**config.mk**
```make
export PLATFORM = sky130hd
export DESIGN_NAME = ascon_dec_unwrap_flat
export DESIGN_NICKNAME = d
export VERILOG_FILES = /design/src/rtl/ascon_dec_unwrap_pkg.sv /design/src/rtl/ascon_dec_unwrap_if.sv /design/src/rtl/ascon_dec_unwrap_lastblk.sv /design/src/rtl/ascon_dec_unwrap.sv /design/src/flat_wrapper.sv
export SDC_FILE = /design/constraint.sdc
export NUM_CORES = 2
export LEC_CHECK = 0
export ABC_AREA = 1
export CORE_AREA = 5 5 657 659
export DETAILED_ROUTE_END_ITERATION = 6
export DIE_AREA = 0 0 662 664
export HOLD_SLACK_MARGIN = 0.02
export PLACE_DENSITY = 0.3
export RECOVER_POWER = 50
export REMOVE_ABC_BUFFERS = 1
export SYNTH_ARGS = -nofsm -noshare
export SYNTH_HDL_FRONTEND = slang
export SYNTH_SLANG_ARGS = --single-unit
```
**constraint.sdc**
```tcl
create_clock -name clock_i -period 3.8 [get_ports clock_i]
set_input_delay 0.76 -clock clock_i [delete_from_list [all_inputs] [get_ports clock_i]]
set_output_delay 0.76 -clock clock_i [all_outputs]
set_load 0.01 [all_outputs]
```
**src/rtl/ascon_dec_unwrap_pkg.sv**
```systemverilog
// rtl/ascon_dec_unwrap_pkg.sv - shared state type, pad constant and FSM encoding for the ASCON-128 decrypt unwrap
package ascon_pack;

    typedef logic [4:0][63:0] type_state;

    localparam logic [7:0] ASCON_PAD_BYTE = 8'h80;

    typedef enum logic [2:0] {
        ST_IDLE,
        ST_WAIT_C,
        ST_OUT_P,
        ST_PERM_D,
        ST_FIN_XOR,
        ST_PERM_F,
        ST_CHECK
    } type_dec_fsm;

endpackage

```
**src/rtl/ascon_dec_unwrap_if.sv**
```systemverilog
// rtl/ascon_dec_unwrap_if.sv - ciphertext-in / plaintext-out beat streams of the ASCON-128 decrypt unwrap
interface ascon_dec_unwrap_if;

    logic [63:0] cipher_i;
    logic [3:0]  cipher_bytes_i;
    logic        cipher_last_i;
    logic        cipher_valid_i;
    logic        cipher_ready_o;

    logic [63:0] plain_o;
    logic [3:0]  plain_bytes_o;
    logic        plain_last_o;
    logic        plain_valid_o;
    logic        plain_ready_i;

    modport slave (
        input  cipher_i, cipher_bytes_i, cipher_last_i, cipher_valid_i, plain_ready_i,
        output cipher_ready_o, plain_o, plain_bytes_o, plain_last_o, plain_valid_o
    );

    modport master (
        output cipher_i, cipher_bytes_i, cipher_last_i, cipher_valid_i, plain_ready_i,
        input  cipher_ready_o, plain_o, plain_bytes_o, plain_last_o, plain_valid_o
    );

endinterface

```
**src/rtl/ascon_dec_unwrap_lastblk.sv**
```systemverilog
// rtl/ascon_dec_unwrap_lastblk.sv - combinational ciphertext XOR, byte mask and 0x80 padding for one beat
module ascon_dec_lastblk
    import ascon_pack::*;
(
    input  logic [63:0] i_s0,
    input  logic [63:0] i_cipher,
    input  logic [3:0]  i_bytes,
    input  logic        i_last,
    output logic [63:0] o_plain,
    output logic [63:0] o_s0_next,
    output logic [3:0]  o_bytes
);

    logic [6:0]  w_shift;
    logic [63:0] w_mask;
    logic [63:0] w_pad;

    // Mask keeps the top l bytes; a count of 8 shifts everything out and leaves a full-width mask.
    always_comb begin
        w_shift = {i_bytes, 3'b000};
        w_mask  = '1;
        w_pad   = '0;
        o_bytes = 4'd8;
        if (i_last) begin
            w_mask  = ~(64'hFFFF_FFFF_FFFF_FFFF >> w_shift);
            w_pad   = {ASCON_PAD_BYTE, 56'h0} >> w_shift;
            o_bytes = i_bytes;
        end
        o_plain   = (i_s0 ^ i_cipher) & w_mask;
        o_s0_next = (i_cipher & w_mask) | ((i_s0 & ~w_mask) ^ w_pad);
    end

endmodule

```
**src/rtl/ascon_dec_unwrap.sv**
```systemverilog
// rtl/ascon_dec_unwrap.sv - ASCON-128 decrypt data phase and tag check; ASCON_DEC_ZEROIZE_EN clears state after done
module ascon_dec_unwrap
    import ascon_pack::*;
#(
    parameter int unsigned DATA_ROUNDS = 6,
    parameter int unsigned FIN_ROUNDS  = 12,
    parameter int unsigned CNT_W       = 16
) (
    input  logic               clock_i,
    input  logic               reset_i,
    input  logic               start_i,
    input  type_state          state_i,
    input  logic [127:0]       key_i,
    input  logic [127:0]       tag_i,
    ascon_dec_unwrap_if.slave  bus,
    output logic               perm_start_o,
    output logic [3:0]         perm_rounds_o,
    output type_state          perm_state_o,
    input  type_state          perm_state_i,
    input  logic               perm_done_i,
    output logic [CNT_W-1:0]   blk_count_o,
    output logic               done_o,
    output logic               tag_ok_o,
    output type_state          state_o
);

    type_dec_fsm      r_fsm, w_fsm_next;
    type_state        r_state;
    logic [127:0]     r_key, r_tag;
    logic [63:0]      r_plain;
    logic [3:0]       r_plain_bytes;
    logic             r_plain_last, r_plain_valid, r_perm_start, r_tag_ok;
    logic [CNT_W-1:0] r_blk_count;

    logic             w_accept, w_plain_hs, w_perm_take, w_check, w_match;
    logic [63:0]      w_plain, w_s0_next;
    logic [3:0]       w_bytes;
    logic [127:0]     w_tag_calc;

    ascon_dec_lastblk u_lastblk (
        .i_s0      (r_state[0]),
        .i_cipher  (bus.cipher_i),
        .i_bytes   (bus.cipher_bytes_i),
        .i_last    (bus.cipher_last_i),
        .o_plain   (w_plain),
        .o_s0_next (w_s0_next),
        .o_bytes   (w_bytes)
    );

    assign w_tag_calc = {r_state[3] ^ r_key[127:64], r_state[4] ^ r_key[63:0]};
    assign w_match    = ~|(w_tag_calc ^ r_tag);

    always_ff @(posedge clock_i) begin
        if (reset_i) r_fsm <= ST_IDLE;
        else         r_fsm <= w_fsm_next;
    end

    always_comb begin
        w_fsm_next         = r_fsm;
        w_accept           = 1'b0;
        w_plain_hs         = 1'b0;
        w_perm_take        = 1'b0;
        w_check            = 1'b0;
        perm_rounds_o      = 4'd0;
        bus.cipher_ready_o = 1'b0;
        case (r_fsm)
            ST_IDLE:    if (start_i) w_fsm_next = ST_WAIT_C;
            ST_WAIT_C: begin
                bus.cipher_ready_o = 1'b1;
                if (bus.cipher_valid_i) begin
                    w_accept   = 1'b1;
                    w_fsm_next = ST_OUT_P;
                end
            end
            ST_OUT_P: if (bus.plain_ready_i) begin
                w_plain_hs = 1'b1;
                w_fsm_next = r_plain_last ? ST_FIN_XOR : ST_PERM_D;
            end
            ST_PERM_D: begin
                perm_rounds_o = 4'(DATA_ROUNDS);
                if (perm_done_i) begin
                    w_perm_take = 1'b1;
                    w_fsm_next  = ST_WAIT_C;
                end
            end
            ST_FIN_XOR: w_fsm_next = ST_PERM_F;
            ST_PERM_F: begin
                perm_rounds_o = 4'(FIN_ROUNDS);
                if (perm_done_i) begin
                    w_perm_take = 1'b1;
                    w_fsm_next  = ST_CHECK;
                end
            end
            ST_CHECK: begin
                w_check    = 1'b1;
                w_fsm_next = ST_IDLE;
            end
            default:    w_fsm_next = ST_IDLE;
        endcase
    end

    always_ff @(posedge clock_i) begin
        if (reset_i) begin
            r_state       <= '0;
            r_key         <= '0;
            r_tag         <= '0;
            r_plain       <= '0;
            r_plain_bytes <= '0;
            r_plain_last  <= 1'b0;
            r_plain_valid <= 1'b0;
            r_perm_start  <= 1'b0;
            r_tag_ok      <= 1'b0;
            r_blk_count   <= '0;
        end else begin
            r_perm_start <= 1'b0;
            if (r_fsm == ST_IDLE && start_i) begin
                r_state     <= state_i;
                r_key       <= key_i;
                r_tag       <= tag_i;
                r_blk_count <= '0;
                r_tag_ok    <= 1'b0;
            end
            if (w_accept) begin
                r_state[0]    <= w_s0_next;
                r_plain       <= w_plain;
                r_plain_bytes <= w_bytes;
                r_plain_last  <= bus.cipher_last_i;
                r_plain_valid <= 1'b1;
                r_blk_count   <= r_blk_count + CNT_W'(1);
            end
            if (w_plain_hs) begin
                r_plain_valid <= 1'b0;
                r_perm_start  <= ~r_plain_last;
            end
            // Key goes into S1/S2 one cycle ahead so the permutation request sees the finalization input.
            if (r_fsm == ST_FIN_XOR) begin
                r_state[1]   <= r_state[1] ^ r_key[127:64];
                r_state[2]   <= r_state[2] ^ r_key[63:0];
                r_perm_start <= 1'b1;
            end
            if (w_perm_take) r_state <= perm_state_i;
            if (w_check) begin
                r_tag_ok <= w_match;
`ifdef ASCON_DEC_ZEROIZE_EN
                r_state  <= '0;
`endif
            end
        end
    end

    assign bus.plain_o       = r_plain;
    assign bus.plain_bytes_o = r_plain_bytes;
    assign bus.plain_last_o  = r_plain_last;
    assign bus.plain_valid_o = r_plain_valid;
    assign perm_start_o      = r_perm_start;
    assign perm_state_o      = r_state;
    assign state_o           = r_state;
    assign blk_count_o       = r_blk_count;
    assign done_o            = w_check;
    assign tag_ok_o          = w_check ? w_match : r_tag_ok;

endmodule
```
**src/flat_wrapper.sv**
```systemverilog
// flat-port wrapper written by rule: the top's interface ports become plain ports
module ascon_dec_unwrap_flat import ascon_pack::*;
#(
    parameter int unsigned DATA_ROUNDS = 6,
    parameter int unsigned FIN_ROUNDS  = 12,
    parameter int unsigned CNT_W       = 16
)
  (clock_i, reset_i, start_i, state_i, key_i, tag_i, perm_start_o, perm_rounds_o, perm_state_o, perm_state_i, perm_done_i, blk_count_o, done_o, tag_ok_o, state_o, bus_cipher_i, bus_cipher_bytes_i, bus_cipher_last_i, bus_cipher_valid_i, bus_plain_ready_i, bus_cipher_ready_o, bus_plain_o, bus_plain_bytes_o, bus_plain_last_o, bus_plain_valid_o);
  ascon_dec_unwrap_if bus_i ();
  input  logic clock_i;
  input  logic reset_i;
  input  logic start_i;
  input  type_state state_i;
  input  logic [127:0] key_i;
  input  logic [127:0] tag_i;
  output logic perm_start_o;
  output logic [3:0] perm_rounds_o;
  output type_state perm_state_o;
  input  type_state perm_state_i;
  input  logic perm_done_i;
  output logic [CNT_W-1:0] blk_count_o;
  output logic done_o;
  output logic tag_ok_o;
  output type_state state_o;
  input wire logic [$bits(bus_i.cipher_i)-1:0] bus_cipher_i;
  input wire logic [$bits(bus_i.cipher_bytes_i)-1:0] bus_cipher_bytes_i;
  input wire logic [$bits(bus_i.cipher_last_i)-1:0] bus_cipher_last_i;
  input wire logic [$bits(bus_i.cipher_valid_i)-1:0] bus_cipher_valid_i;
  input wire logic [$bits(bus_i.plain_ready_i)-1:0] bus_plain_ready_i;
  output wire logic [$bits(bus_i.cipher_ready_o)-1:0] bus_cipher_ready_o;
  output wire logic [$bits(bus_i.plain_o)-1:0] bus_plain_o;
  output wire logic [$bits(bus_i.plain_bytes_o)-1:0] bus_plain_bytes_o;
  output wire logic [$bits(bus_i.plain_last_o)-1:0] bus_plain_last_o;
  output wire logic [$bits(bus_i.plain_valid_o)-1:0] bus_plain_valid_o;
  assign bus_i.cipher_i = bus_cipher_i;
  assign bus_i.cipher_bytes_i = bus_cipher_bytes_i;
  assign bus_i.cipher_last_i = bus_cipher_last_i;
  assign bus_i.cipher_valid_i = bus_cipher_valid_i;
  assign bus_i.plain_ready_i = bus_plain_ready_i;
  assign bus_cipher_ready_o = bus_i.cipher_ready_o;
  assign bus_plain_o = bus_i.plain_o;
  assign bus_plain_bytes_o = bus_i.plain_bytes_o;
  assign bus_plain_last_o = bus_i.plain_last_o;
  assign bus_plain_valid_o = bus_i.plain_valid_o;
  ascon_dec_unwrap #(.DATA_ROUNDS(DATA_ROUNDS), .FIN_ROUNDS(FIN_ROUNDS), .CNT_W(CNT_W)) u_core (.clock_i(clock_i), .reset_i(reset_i), .start_i(start_i), .state_i(state_i), .key_i(key_i), .tag_i(tag_i), .bus(bus_i), .perm_start_o(perm_start_o), .perm_rounds_o(perm_rounds_o), .perm_state_o(perm_state_o), .perm_state_i(perm_state_i), .perm_done_i(perm_done_i), .blk_count_o(blk_count_o), .done_o(done_o), .tag_ok_o(tag_ok_o), .state_o(state_o));
endmodule
```
==> impl_metrics.ini <==
[worst_setup_path]
critPathMaxStageDelay_ps = 500
timing.reg2reg.setup_slack_ps = -220
critical_path_peak_fanout = 4
critPathKind = reg2out
depth_of_the_worst_register_to_register_path = 6
critPathRequiredTime_ps = 3040
worstSetupStartpointType = flop
timing.critical_path.mode_cell = sky130_fd_sc_hd__nand3_4
critical_path_arrival_ps = 3300
timing.critical_path.slowest_stage_cell = sky130_fd_sc_hd__nand4_1
setup.worst_path.end_class = primary output
crit_chain = nand2_4 -> nand3_4 -> nand4_1 -> nor2_2 -> nand3_4 -> nor2_4 -> buf_6 -> nand3_4 -> o21ai_4 -> buf_6 -> buf_12

[synthesis]
synth.top_cells.by_area = sky130_fd_sc_hd__dfxtp_1, sky130_fd_sc_hd__nand2_1, sky130_fd_sc_hd__buf_4, sky130_fd_sc_hd__nor2_1, sky130_fd_sc_hd__a21oi_1
ys_seq_elements = 667
netlist_area_um2 = 36540
dominantRegCellSynth = sky130_fd_sc_hd__dfxtp_1
synth_simple_gate_area_share_pct = 19.64
synth_top_family_by_area = compound AO/OA/AOI/OAI gates
synth_largest_type_area_fraction_pct = 36.54
seq_area_frac_synth_pct = 36.54
synth_most_common_cell = sky130_fd_sc_hd__nand2_1
synthArstFlopShare_pct = 0
synth.area.mux_share_pct = 0
synth-adder-area-share_pct = 0.03424
yosys.cell_types.count = 44
synth_enable_flop_cells = 0
post_synthesis_mean_instance_area_um2 = 6.873
post_synth_xor_area_fraction_pct = 5.033
synth_compound_area_share_pct = 22.50
yosys-top-cells-count = sky130_fd_sc_hd__nand2_1, sky130_fd_sc_hd__dfxtp_1, sky130_fd_sc_hd__nor2_1
yosysWarningCount = 0
post_synth_inst_count = 5317
synth_area_leader_cell = sky130_fd_sc_hd__dfxtp_1

[timing]
setup_violations = 20
max-slew-margin-rel_pct = -35.80
worst_clock_skew_on_the_final_layout_ps = 42.84
setup_ws_ps = -257.1
maxSlewViolCount = 208
fin_crit_ps = 4057
rsz0062_at_grt = yes
max_slew.worst_pin.slew_ps = 2037
hold_violations = 0
min_period_over_period_pct = 106.8
fmax_mhz = 246.5
totalNegativeSetupSlack_ps = -2949

[floorplanning]
initial_core_utilization_pct = 8.588
rows = 240
die_x_um = 662
core-area_um2 = 425500
fp.dieH_um = 664
design.portCount = 1705
dieArea_um2 = 439600

[clock_tree]
worst_skew_pair.late_latency_ps = 850
htreeDepth = 3
reg_clk_slew_reported_paths_ps = 60
cts_tree = yes
clk_root_buffer_cell = sky130_fd_sc_hd__clkbuf_16
cts.sinks = 667
tritoncts.num_buffers = 107
cts.path.max_buffers = 4

[global_routing]
grt_pass1_vias = 43250
groute.usage.overall_pct = 16.79
grt_pass1_wl_um = 484400
grt_antenna_before_repair = 205
grt_start_max_net_pins = 140
gr-total-overflow = 0

[drt]
detail_route.first_pass.iterations = 6
avgRoutedWirePerCell_um = 31.13
finalWirelength_um = 387100
vias_cell = 3.461
drc = 0
detail-route-antenna-nets = 0
initialDrtViolationCount = 2731
vias = 43050

[place]
final_gp_congestion = 0.8767
portBuffers = 1703
dp_cells = 12210
post-dp-hpwl_um = 325500

[power]
cellInternalPower_mw = 22.57
net_switching_power_mw = 19.17
pwr-share-clk_pct = 25.1
p_leak_nw = 24.19
share_seq_of_total_power_pct = 28.3
sw_frac_of_total_pct = 45.93
comb_power_share_pct = 46.6
p_per_area_nw_per_um2 = 672.3
ir_worst_vdd_uv = 319.4

[layout]
nets = 7616
ff_latch_area_um2 = 13430
post_route_cells_drive_above_1_share_pct = 6.280
fin_util_pct = 14.59
multi_input_combinational_cell_area_um2 = 17490
final.fill_count = 48970
layout.cells.non_filler = 12440
area_added_between_synthesis_and_finish_pct = 69.92

[outcome]
failed_checks = max-capacitance violations, max-slew violations, negative setup slack
run_status = finished, violations left

[hold_path]
worstHoldPathCells = 2
min-delay-path-class = in2reg

[job]
max-cap-violations = 3
layout make-up:
type                            count  area share [%]
Tap cell                         5687           11.46
Sequential cell                   667           21.63
Clock buffer                      165           5.167
Clock inverter                     20          0.5239
Inverter                          558           3.418
Multi-Input combinational cell   3458           28.16
Antenna cell                       31          0.1249
Timing Repair Buffer             1852           29.51
power groups by stage:
stage / logic (mW) / registers (mW) / clock network, mW
floorplan: 6.69 / 11.4 / 0
global placement: 20.4 / 12.1 / 0
detailed placement: 20.3 / 12.1 / 0
CTS: 20.5 / 12.0 / 11.0
global route: 21.2 / 12.1 / 11.1
finish: 19.5 / 11.8 / 10.5
critical path, delay by kind of cell, from the launching register on:
kind            cells  cell delay, ps
compound gates      1             230
buf+inv             3             360
flops               1             420
simple gates        7            1420
cells in the final DEF, fill, tap and decap left out, drive strengths merged, types with 2 or more instances in the layout:
cell           netlist  layout
clkinv               1      10
bufinv               0       7
dfxtp              667     667
diode                0      31
o21bai             128     128
clkbuf             190     210
xnor2               24      24
nand2             1087    1087
clkinvlp             0       3
clkdlybuf4s50        0    1564
nor3                 8       8
a31oi              152     152
a22oi                8       8
inv                557     558
a21oi              423     423
a221oi             121     121
buf                444     111
nor2               577     577
nand4               14      14
dlygate4sd3          0     132
or2                  2       2
o211ai              24      24
o21ai              541     541
a211oi              10      10
o31ai                4       4
nand3              141     141
xor2               186     186
repair_timing:
action                     4_1_cts  5_1_grt
hold endpoints to repair         0        0
gates resized for setup         55       89
gates cloned                     0        0
pin swaps                        5       12
hold buffers                     0        0
setup endpoints to repair        2        1
setup buffers                    3        7
final timing paths:
kind                                                 end                startpoint
worst min-delay path              u_core.bus.plain_o[62]                   reset_i
worst min register to register    u_core.bus.plain_o[61]    u_core.bus.plain_o[61]
worst max-delay path                            tag_ok_o  u_core.perm_state_o[292]
worst max register to register  u_core.perm_state_o[298]           u_core.r_fsm[0]
metrics by stage:
stage	area, um^2	setup WS (ps)	total power [mW]	hold WS (ps)
floorplan	32700	-7555	18.07	440.0
global placement	58360	-1524	32.48	453.4
detailed placement	58370	-1439	32.44	457.2
CTS	62100	-788.6	43.49	148.1
global route	62050	-485.5	44.37	196.5
finish	62090	-257.1	41.74	230.0
layer usage:
metal  share of wire, %  GRT usage (%)  wire [um]
met1                 37          17.80     142300
met2                 51          30.86     198900
met3                8.7          6.400      33730
met4                2.9          4.277      11390
met5               0.20              0        775
flip-flops by register name, indices dropped and copies added, names as in the netlist, named ones only:
register,cells
u_core.r_key,128
u_core.r_tag_ok,1
u_core.r_fsm,3
u_core.bus.plain_o,64
u_core.bus.plain_bytes_o,4
u_core.bus.plain_last_o,1
u_core.r_tag,128
u_core.perm_start_o,1
u_core.blk_count_o,16
u_core.bus.plain_valid_o,1
u_core.perm_state_o,264
logic make-up (layout without fill, tap and decap cells):
kind of cell | count (synthesis) | after routing
simple gates | 1830 | 1830
xor+xnor | 210 | 210
compound gates | 1416 | 1416
flops | 667 | 667
fa+ha+maj | 1 | 1
buf+inv | 1192 | 2595
other cells | 1 | 32
Note: power is estimated with default switching activity, not from simulation.
